<file path="config.mk">
export PLATFORM = sky130hd
export DESIGN_NAME = led_pattern_ctrl
export DESIGN_NICKNAME = d
export VERILOG_FILES = /design/src/rtl/led_pkg.sv /design/src/rtl/led_pattern_ctrl_btn_debounce.sv /design/src/rtl/led_pattern_ctrl.sv
export SDC_FILE = /design/constraint.sdc
export NUM_CORES = 1
export LEC_CHECK = 0
export BUFFER_PORTS_ARGS = -buffer_cell sky130_fd_sc_hd__buf_2
export CAP_MARGIN = 5
export CORE_MARGIN = 10
export CORE_UTILIZATION = 50
export DETAILED_ROUTE_END_ITERATION = 10
export PLACE_DENSITY = 0.66
export SLEW_MARGIN = 15
export SYNTH_ARGS = -nofsm -noshare
export SYNTH_HDL_FRONTEND = slang
export SYNTH_SLANG_ARGS = --single-unit
</file>
<file path="constraint.sdc">
create_clock -name clk -period 5.5 [get_ports clk]
set_clock_uncertainty 0.05 [all_clocks]
set_input_delay 1.1 -clock clk [delete_from_list [all_inputs] [get_ports clk]]
set_output_delay 1.1 -clock clk [all_outputs]
set_load 0.1 [all_outputs]
</file>
<file path="src/rtl/led_pkg.sv">
// led_pkg: mode encoding, speed constants and mode sequencing
// shared by the LED pattern controller and its button front end.
package led_pkg;

   typedef enum logic [1:0] {
      MODE_OFF   = 2'd0,
      MODE_CHASE = 2'd1,
      MODE_BLINK = 2'd2,
      MODE_COUNT = 2'd3
   } mode_e;

   localparam logic SPEED_SLOW = 1'b0;
   localparam logic SPEED_FAST = 1'b1;

   localparam int unsigned FAST_DIV = 4;

   function automatic mode_e mode_next(input mode_e m);
      mode_e n;
      n = MODE_OFF;
      unique case (m)
         MODE_OFF:   n = MODE_CHASE;
         MODE_CHASE: n = MODE_BLINK;
         MODE_BLINK: n = MODE_COUNT;
         default:    n = MODE_OFF;
      endcase
      return n;
   endfunction

endpackage

</file>
<file path="src/rtl/led_pattern_ctrl_btn_debounce.sv">
// btn_debounce: 2-FF synchroniser, stable-level debounce counter
// and single-cycle press pulse for one active-low push-button.
module btn_debounce
   import led_pkg::*;
#(
   parameter int unsigned DEB_CYCLES = 1000000
) (
   input  logic clk,
   input  logic rst,
   input  logic btn_n,
   output logic press
);

   localparam int unsigned CW =
      (DEB_CYCLES > 1) ? $clog2(DEB_CYCLES) : 1;
   localparam logic [CW-1:0] CNT_LAST = CW'(DEB_CYCLES - 1);

   logic [1:0]    sync;
   logic          deb_n;
   logic [CW-1:0] cnt;

   always_ff @(posedge clk) begin
      if (rst) begin
         sync  <= 2'b11;
         deb_n <= 1'b1;
         cnt   <= '0;
         press <= 1'b0;
      end else begin
         sync  <= {sync[0], btn_n};
         press <= 1'b0;
         if (sync[1] == deb_n) begin
            cnt <= '0;
         end else if (cnt == CNT_LAST) begin
            // only the falling edge of the level is an event
            deb_n <= sync[1];
            cnt   <= '0;
            press <= ~sync[1];
         end else begin
            cnt <= cnt + CW'(1);
         end
      end
   end

endmodule

</file>
<file path="src/rtl/led_pattern_ctrl.sv">
// led_pattern_ctrl: button-driven mode/speed FSM animating active-low LEDs.
// Define LED_PWM_DIM_EN to dim lit LEDs to a 25% duty cycle.
module led_pattern_ctrl
   import led_pkg::*;
#(
   parameter int unsigned N_LED      = 4,
   parameter int unsigned TICK_DIV   = 12500000,
   parameter int unsigned DEB_CYCLES = 1000000
) (
   input  logic             clk,
   input  logic             rst,
   input  logic             s1_n,
   input  logic             s2_n,
   output logic [N_LED-1:0] led_n,
   output logic [1:0]       mode_o,
   output logic             speed_o
);

   localparam int unsigned PW = $clog2(TICK_DIV);
   localparam logic [PW-1:0] SLOW_LAST = PW'(TICK_DIV - 1);
   localparam logic [PW-1:0] FAST_LAST = PW'(TICK_DIV / FAST_DIV - 1);

   logic             ev1;
   logic             ev2;
   mode_e            mode;
   logic             speed;
   logic [PW-1:0]    pre;
   logic [PW-1:0]    pre_last;
   logic             wrap;
   logic             tick;
   logic [N_LED-1:0] pat;

   btn_debounce #(.DEB_CYCLES(DEB_CYCLES)) u_deb1 (
      .clk   (clk),
      .rst   (rst),
      .btn_n (s1_n),
      .press (ev1)
   );

   btn_debounce #(.DEB_CYCLES(DEB_CYCLES)) u_deb2 (
      .clk   (clk),
      .rst   (rst),
      .btn_n (s2_n),
      .press (ev2)
   );

   function automatic logic [N_LED-1:0] pat_init(input mode_e m);
      logic [N_LED-1:0] p;
      p = '0;
      unique case (m)
         MODE_CHASE: p = N_LED'(1);
         MODE_BLINK: p = '1;
         default:    p = '0;
      endcase
      return p;
   endfunction

   function automatic logic [N_LED-1:0] pat_step(
      input mode_e            m,
      input logic [N_LED-1:0] p
   );
      logic [N_LED-1:0] n;
      n = '0;
      unique case (m)
         MODE_CHASE: n = {p[N_LED-2:0], p[N_LED-1]};
         MODE_BLINK: n = ~p;
         MODE_COUNT: n = p + N_LED'(1);
         default:    n = '0;
      endcase
      return n;
   endfunction

   assign pre_last = (speed == SPEED_FAST) ? FAST_LAST : SLOW_LAST;
   assign wrap     = (pre == pre_last);
   // a press restarts the step period, so its coincident tick is lost
   assign tick     = wrap & ~ev1 & ~ev2;

   always_ff @(posedge clk) begin
      if (rst) begin
         mode  <= MODE_OFF;
         speed <= SPEED_SLOW;
         pre   <= '0;
         pat   <= '0;
      end else begin
         if (ev1 || ev2 || wrap) begin
            pre <= '0;
         end else begin
            pre <= pre + PW'(1);
         end
         if (ev1) begin
            mode <= mode_next(mode);
            pat  <= pat_init(mode_next(mode));
         end else if (tick) begin
            pat <= pat_step(mode, pat);
         end
         if (ev2) begin
            speed <= ~speed;
         end
      end
   end

   assign mode_o  = mode;
   assign speed_o = speed;

`ifdef LED_PWM_DIM_EN
   logic [1:0] pwm;

   always_ff @(posedge clk) begin
      if (rst) begin
         pwm   <= 2'd0;
         led_n <= '1;
      end else begin
         pwm   <= pwm + 2'd1;
         led_n <= (pwm == 2'd0) ? ~pat : '1;
      end
   end
`else
   always_ff @(posedge clk) begin
      if (rst) begin
         led_n <= '1;
      end else begin
         led_n <= ~pat;
      end
   end
`endif

endmodule

</file>
## After elaboration in Yosys (flattened, before gate mapping)

Cells that the tools add are included.

| word-level totals | value |
|---|---|
| register bits | 83 |
| input port bits | 4 |
| output and inout bits | 7 |
| logic and storage cells | 58 |

| cells by class | value |
|---|---|
| add/subtract/negate cells | 4 |
| eq/ne operators | 10 |
| muxes and demuxes | 8 |
| bitwise logic cells | 12 |
| reductions and logical operators | 11 |

Operator list:

| kind | count |
|---|---|
| $add 20x1->20 const B | 2 |
| $eq 20x20->1 const B | 2 |
| $add 24x1->24 const B | 1 |
| $eq 24x24->1 | 1 |
| $mux 24 | 1 |
| $pmux 4 s3 | 1 |
| $reduce_or 3->1 | 4 |
| $not 1->1 | 9 |
| $mux 4 | 2 |
| $pmux 4 s2 | 1 |
| $eq 2x2->1 const B | 3 |
| $pmux 2 s3 | 1 |
| $add 4x1->4 const B | 1 |
| $eq 2x1->1 const B | 2 |
| $mux 2 | 2 |
| $not 4->4 | 1 |
| $reduce_and 2->1 | 2 |
| $and 1x1->1 | 2 |
| $eq 1x1->1 | 2 |
| $logic_not 2->1 | 1 |
| $logic_or 1x1->1 | 2 |
| $reduce_bool 2->1 | 1 |
| $reduce_or 2->1 | 1 |

## Depth between registers and ports, before layout

| logic depth | value |
|---|---|
| word-level depth | 7 |
| depth in mapped cells | 8 |
| mapped depth without buffers | 7 |

## Cells and area by module

Synthesis repeated with hierarchy kept, for this count alone.

| second synthesis, totals | value |
|---|---|
| cell total of the unflattened synthesis | 429 |
| area, all modules | 3928.8 µm² |

By module, submodules not included:

| module | instances | cells each | area each (µm²) | sequential area each (µm²) |
|---|---|---|---|---|
| btn_debounce | 2 | 115 | 1069.8 | 480.5 |
| led_pattern_ctrl | 1 | 199 | 1789.2 | 700.7 |

## Worst setup path after synthesis

No wires, ideal clock.

| timing path | value |
|---|---|
| path kind | reg-to-reg |
| from | reg mode[0] (netlist: mode_o[0]) |
| to | reg pat[3] |
| library setup time | 0.129 ns |
| arrival | 2.099 ns |
| required time | 5.321 ns |
| path slack | 3.221 ns |
| stages on the path, launching flop included | 7 |
| buffers on the path | 0 |
| cell sequence | dfxtp_1 inv_1 ha_1 a222oi_1 o21ai_0 o211ai_1 o31ai_1 |

| on the way | value |
|---|---|
| longest elaborated chain between the ends | 7 |

Ends and longest elaborated chain:

| item | line | text |
|---|---|---|
| start: declaration | led_pattern_ctrl.sv:25 | `mode_e mode;` |
| start signal: assignment | led_pattern_ctrl.sv:91 | `mode <= mode_next(mode);` |
| $eq 2x2->1 (tied with other cells) | led_pkg.sv:20, led_pattern_ctrl.sv:64 |  |
| $pmux 2 s3 | led_pkg.sv:20 | `unique case (m)` |
| $mux 2 | led_pattern_ctrl.sv:90 | `if (ev1) begin` |
| $mux 2 | led_pattern_ctrl.sv:79 | `if (rst) begin` |
| $eq 2x2->1 / $eq 2x1->1 (equally long branches) | led_pattern_ctrl.sv:50 | `unique case (m)` |
| $pmux 4 s2 | led_pattern_ctrl.sv:50 |  |
| $mux 4 (*) | led_pattern_ctrl.sv:90 |  |
| end signal: assignment | led_pattern_ctrl.sv:92 | `pat <= pat_init(mode_next(mode));` |
| end signal: assignment | led_pattern_ctrl.sv:94 | `pat <= pat_step(mode, pat);` |
| end: declaration | led_pattern_ctrl.sv:31 | `logic [N_LED-1:0] pat;` |

Mark *: on every way between the ends. The rest lies on a longest branch, timed or not. The select of a mux whose other input is x is not followed.
A chain may end at the register's enable or synchronous reset.

## Worst setup path in the final report

| timing path | value |
|---|---|
| from | reg mode[0] (netlist: mode_o[0]) |
| to | out mode_o[0] |

RTL lines:

| item | line | text |
|---|---|---|
| end: declaration | led_pattern_ctrl.sv:15 | `output logic [1:0] mode_o,` |

No word-level cell between the ends.

==> flow_metrics.py <==
metrics = {
    "timing": {
        "fmax_ghz": 0.4140,
        "finalWorstSetupSlack_ns": 3.085,
        "min_period_over_period_pct": 43.91,
        "drv_slew": 0,
        "setup_viol": 0,
        "fin_setup_tns_ns": 0,
        "fin_hold_ws_ns": 0.3635,
        "relSlewSlack_pct": 41.59,
        "worstMarginPinSlew_ns": 0.8694,
        "rsz0062_at_grt": "no",
        "hold_viol_final": 0,
        "period_minus_slack_ns": 2.415,
    },
    "synth": {
        "ys_ff_latch": 83,
        "yosysMostFrequentCell": "dfxtp_1",
        "synth_warnings": 0,
        "yosys.area.top_type": "dfxtp_1",
        "synthCells": 400,
        "ys_seq_area_share_pct": 45.56,
        "synth_edf_count": 0,
        "ys.flop_type": "dfxtp_1",
        "synth_nets": 414,
        "syn_area_um2": 3647,
        "yosys-top-cells-count": "83 x dfxtp_1, 75 x nor2_1, 44 x xor2_1",
        "syn_avg_cell_area_um2": 9.118,
        "async_reset_ff_share_pct": 0,
        "synthDistinctLibCells": 43,
        "ys_top_cells_by_area": "dfxtp_1 46%, xor2_1 11%, nor2_1 7.7%",
        "yosys.area.top_type_share_pct": 45.56,
    },
    "worst_setup_path": {
        "cp_num_cells": 1,
        "crit_fanout": 6,
        "cp_slowest_stage_delay_ns": 0.47,
        "crit_required_ns": 4.35,
        "path_cells": "buf_2",
        "ff2ff_path_depth": 5,
        "critPathCaptureType": "output pin",
        "cpLargestDelayFamily": "buffers and inverters",
        "critPathBufInv": 1,
        "start_kind": "register",
        "setup.worst_path.start": "mode_o[0]$_SDFFE_PP0P_",
        "r2r_start": "pre[7]$_SDFF_PP0_",
        "worstSetupPathType": "reg -> out",
        "r2r_slack_ns": 3.15,
        "reg2reg_to": "pre[11]$_SDFF_PP0_",
        "worstPathArrival_ns": 1.27,
        "slowest_stage": "buf_2",
    },
    "clock_tree": {
        "cts_sinks": 83,
        "post_cts_buffers": 0,
        "cts_root_buffer": "clkbuf_8",
        "htreeDepth": 3,
        "cts_resized": 0,
        "hold_buffers": 0,
        "cts_tree": "built",
        "path_clk_slew_ns": 0.09,
        "cts_max_path_buffers": 2,
        "clk-insertion-delay-late_ns": 0.35,
        "numCtsBuffers": 9,
    },
    "die": {
        "initial_core_util_pct": 50.83,
        "num_rows": 31,
        "core_um2": 7176,
        "die-height_um": 105.4,
        "io_pins": 11,
        "die_w_um": 105.4,
        "die_area_um2": 11110,
    },
    "placement": {
        "hpwl_mm": 4.194,
        "placed_cells": 498,
        "placed_area_um2": 3757,
        "gp_congestion": 0.7981,
        "io_buffers": 10,
        "dp_slack_ns": 2.974,
    },
    "hold_path": {
        "hold_class": "reg -> reg",
        "min_to": "u_deb2.sync[1]$_SDFF_PP1_",
        "worstHoldPathCells": 1,
        "hold_start": "u_deb2.sync[0]$_SDFF_PP1_",
    },
    "power": {
        "design_power_total_mw": 1.067,
        "p_leak_nw": 1.376,
        "worst_ir_drop_vdd_uv": 161.3,
        "powerDensity_nw_per_um2": 269.1,
    },
    "routing": {
        "wl_mm": 6.123,
        "drc_errors": 0,
        "wl_per_cell_um": 11.91,
        "dr.first_iter.drc_count": 64,
        "ant_nets": 0,
        "vias_per_cell": 5.084,
        "first_pass_iters": 4,
        "vias": 2613,
    },
    "cells_and_area": {
        "fin_nets": 424,
        "area_growth_pct": 8.713,
        "instances_no_fill": 514,
        "n_antenna_cell": 0,
        "post-route-util_pct": 55.26,
        "drive_gt1_share_pct": 8.675,
        "final_cell_area_um2": 3965,
    },
    "global_routing": {
        "antenna_found_initial": 0,
        "grt_max_degree": 25,
        "grtUsageTotal_pct": 11.62,
        "grt_first_pass_wirelength_mm": 10.82,
        "grt_pass1_vias": 2469,
        "grt_overflow": 0,
    },
    "run_status": {
        "outcome": "complete, no violations",
    },
    "run": {
        "cap_violations": 0,
    },
}
## how the worst max path moves through the flow
stage | slack, ns | end
final | 3.08 | mode_o[0]
after global routing | 3.01 | mode_o[0]
after CTS | 3.05 | mode_o[0]
after detailed placement | 2.97 | pre[11]$_SDFF_PP0_
after global placement | 3.03 | pre[19]$_SDFF_PP0_
after floorplan | 3.22 | pat[3]$_SDFFE_PP0P_
## layout make-up
class / count / area (um^2)
flip-flops and latches: 83 / 1662
well taps: 99 / 123.9
clock buffers: 10 / 137.6
inverters: 9 / 33.78
clock inverters: 6 / 70.07
multi-input cells: 297 / 1888
repair buffers: 10 / 50.05
fillers: 665 / 3211
## state kept, by name (all words and copies together), names as in the netlist
register,flops
led_n,4
mode_o,2
pat,4
pre,24
speed_o,1
u_deb1.cnt,20
u_deb1.deb_n,1
u_deb1.press,1
u_deb1.sync,2
u_deb2.cnt,20
u_deb2.deb_n,1
u_deb2.press,1
u_deb2.sync,2
## logic make-up (layout without fill, tap and decap cells)
kind of cell | Yosys count | after routing | synth area share (%)
compound gates | 21 | 21 | 4.563
xor+xnor | 63 | 63 | 15.13
fa+ha+maj | 10 | 10 | 3.431
buf+inv | 20 | 35 | 2.676
flops | 83 | 83 | 45.56
mux | 3 | 3 | 0.8234
simple gates | 200 | 200 | 27.82
## layer usage
layer	share of wire, %	GRT usage, %	wire length (um)	up-vias
met5	0	0	0	-
met4	1.1	4.412	65	0
met3	4.1	4.811	248	5
met2	43	17.51	2659	36
met1	51	14.47	3149	1186
li1	-	-	-	1386
## power breakdown
group	internal (mW)	total, mW	switching (mW)	leakage (nW)
Sequential	0.604	0.607	0.00269	0.670
Combinational	0.00452	0.0141	0.00962	0.611
Clock	0.225	0.446	0.221	0.0955
## cell usage in the layout, fill, tap and decap left out, drive strengths merged, types with 2 or more instances in the layout
cell type and instances:
a21oi 3, or4 3, and2 5, xor2 44, nand2 27, or2 5
a211oi 2, dfxtp 83, buf 10, inv 10, nor3 5, clkbuf 10
and4 7, nand4 17, clkinvlp 3, a222oi 2, and3 14, o21ai 3
o31ai 4, nand3b 2, nor2 75, or3 2, o211ai 4, nand3 26
mux2i 3, xnor2 19, ha 10, nor4b 5
No activity file was read; power rests on OpenSTA's default activity.
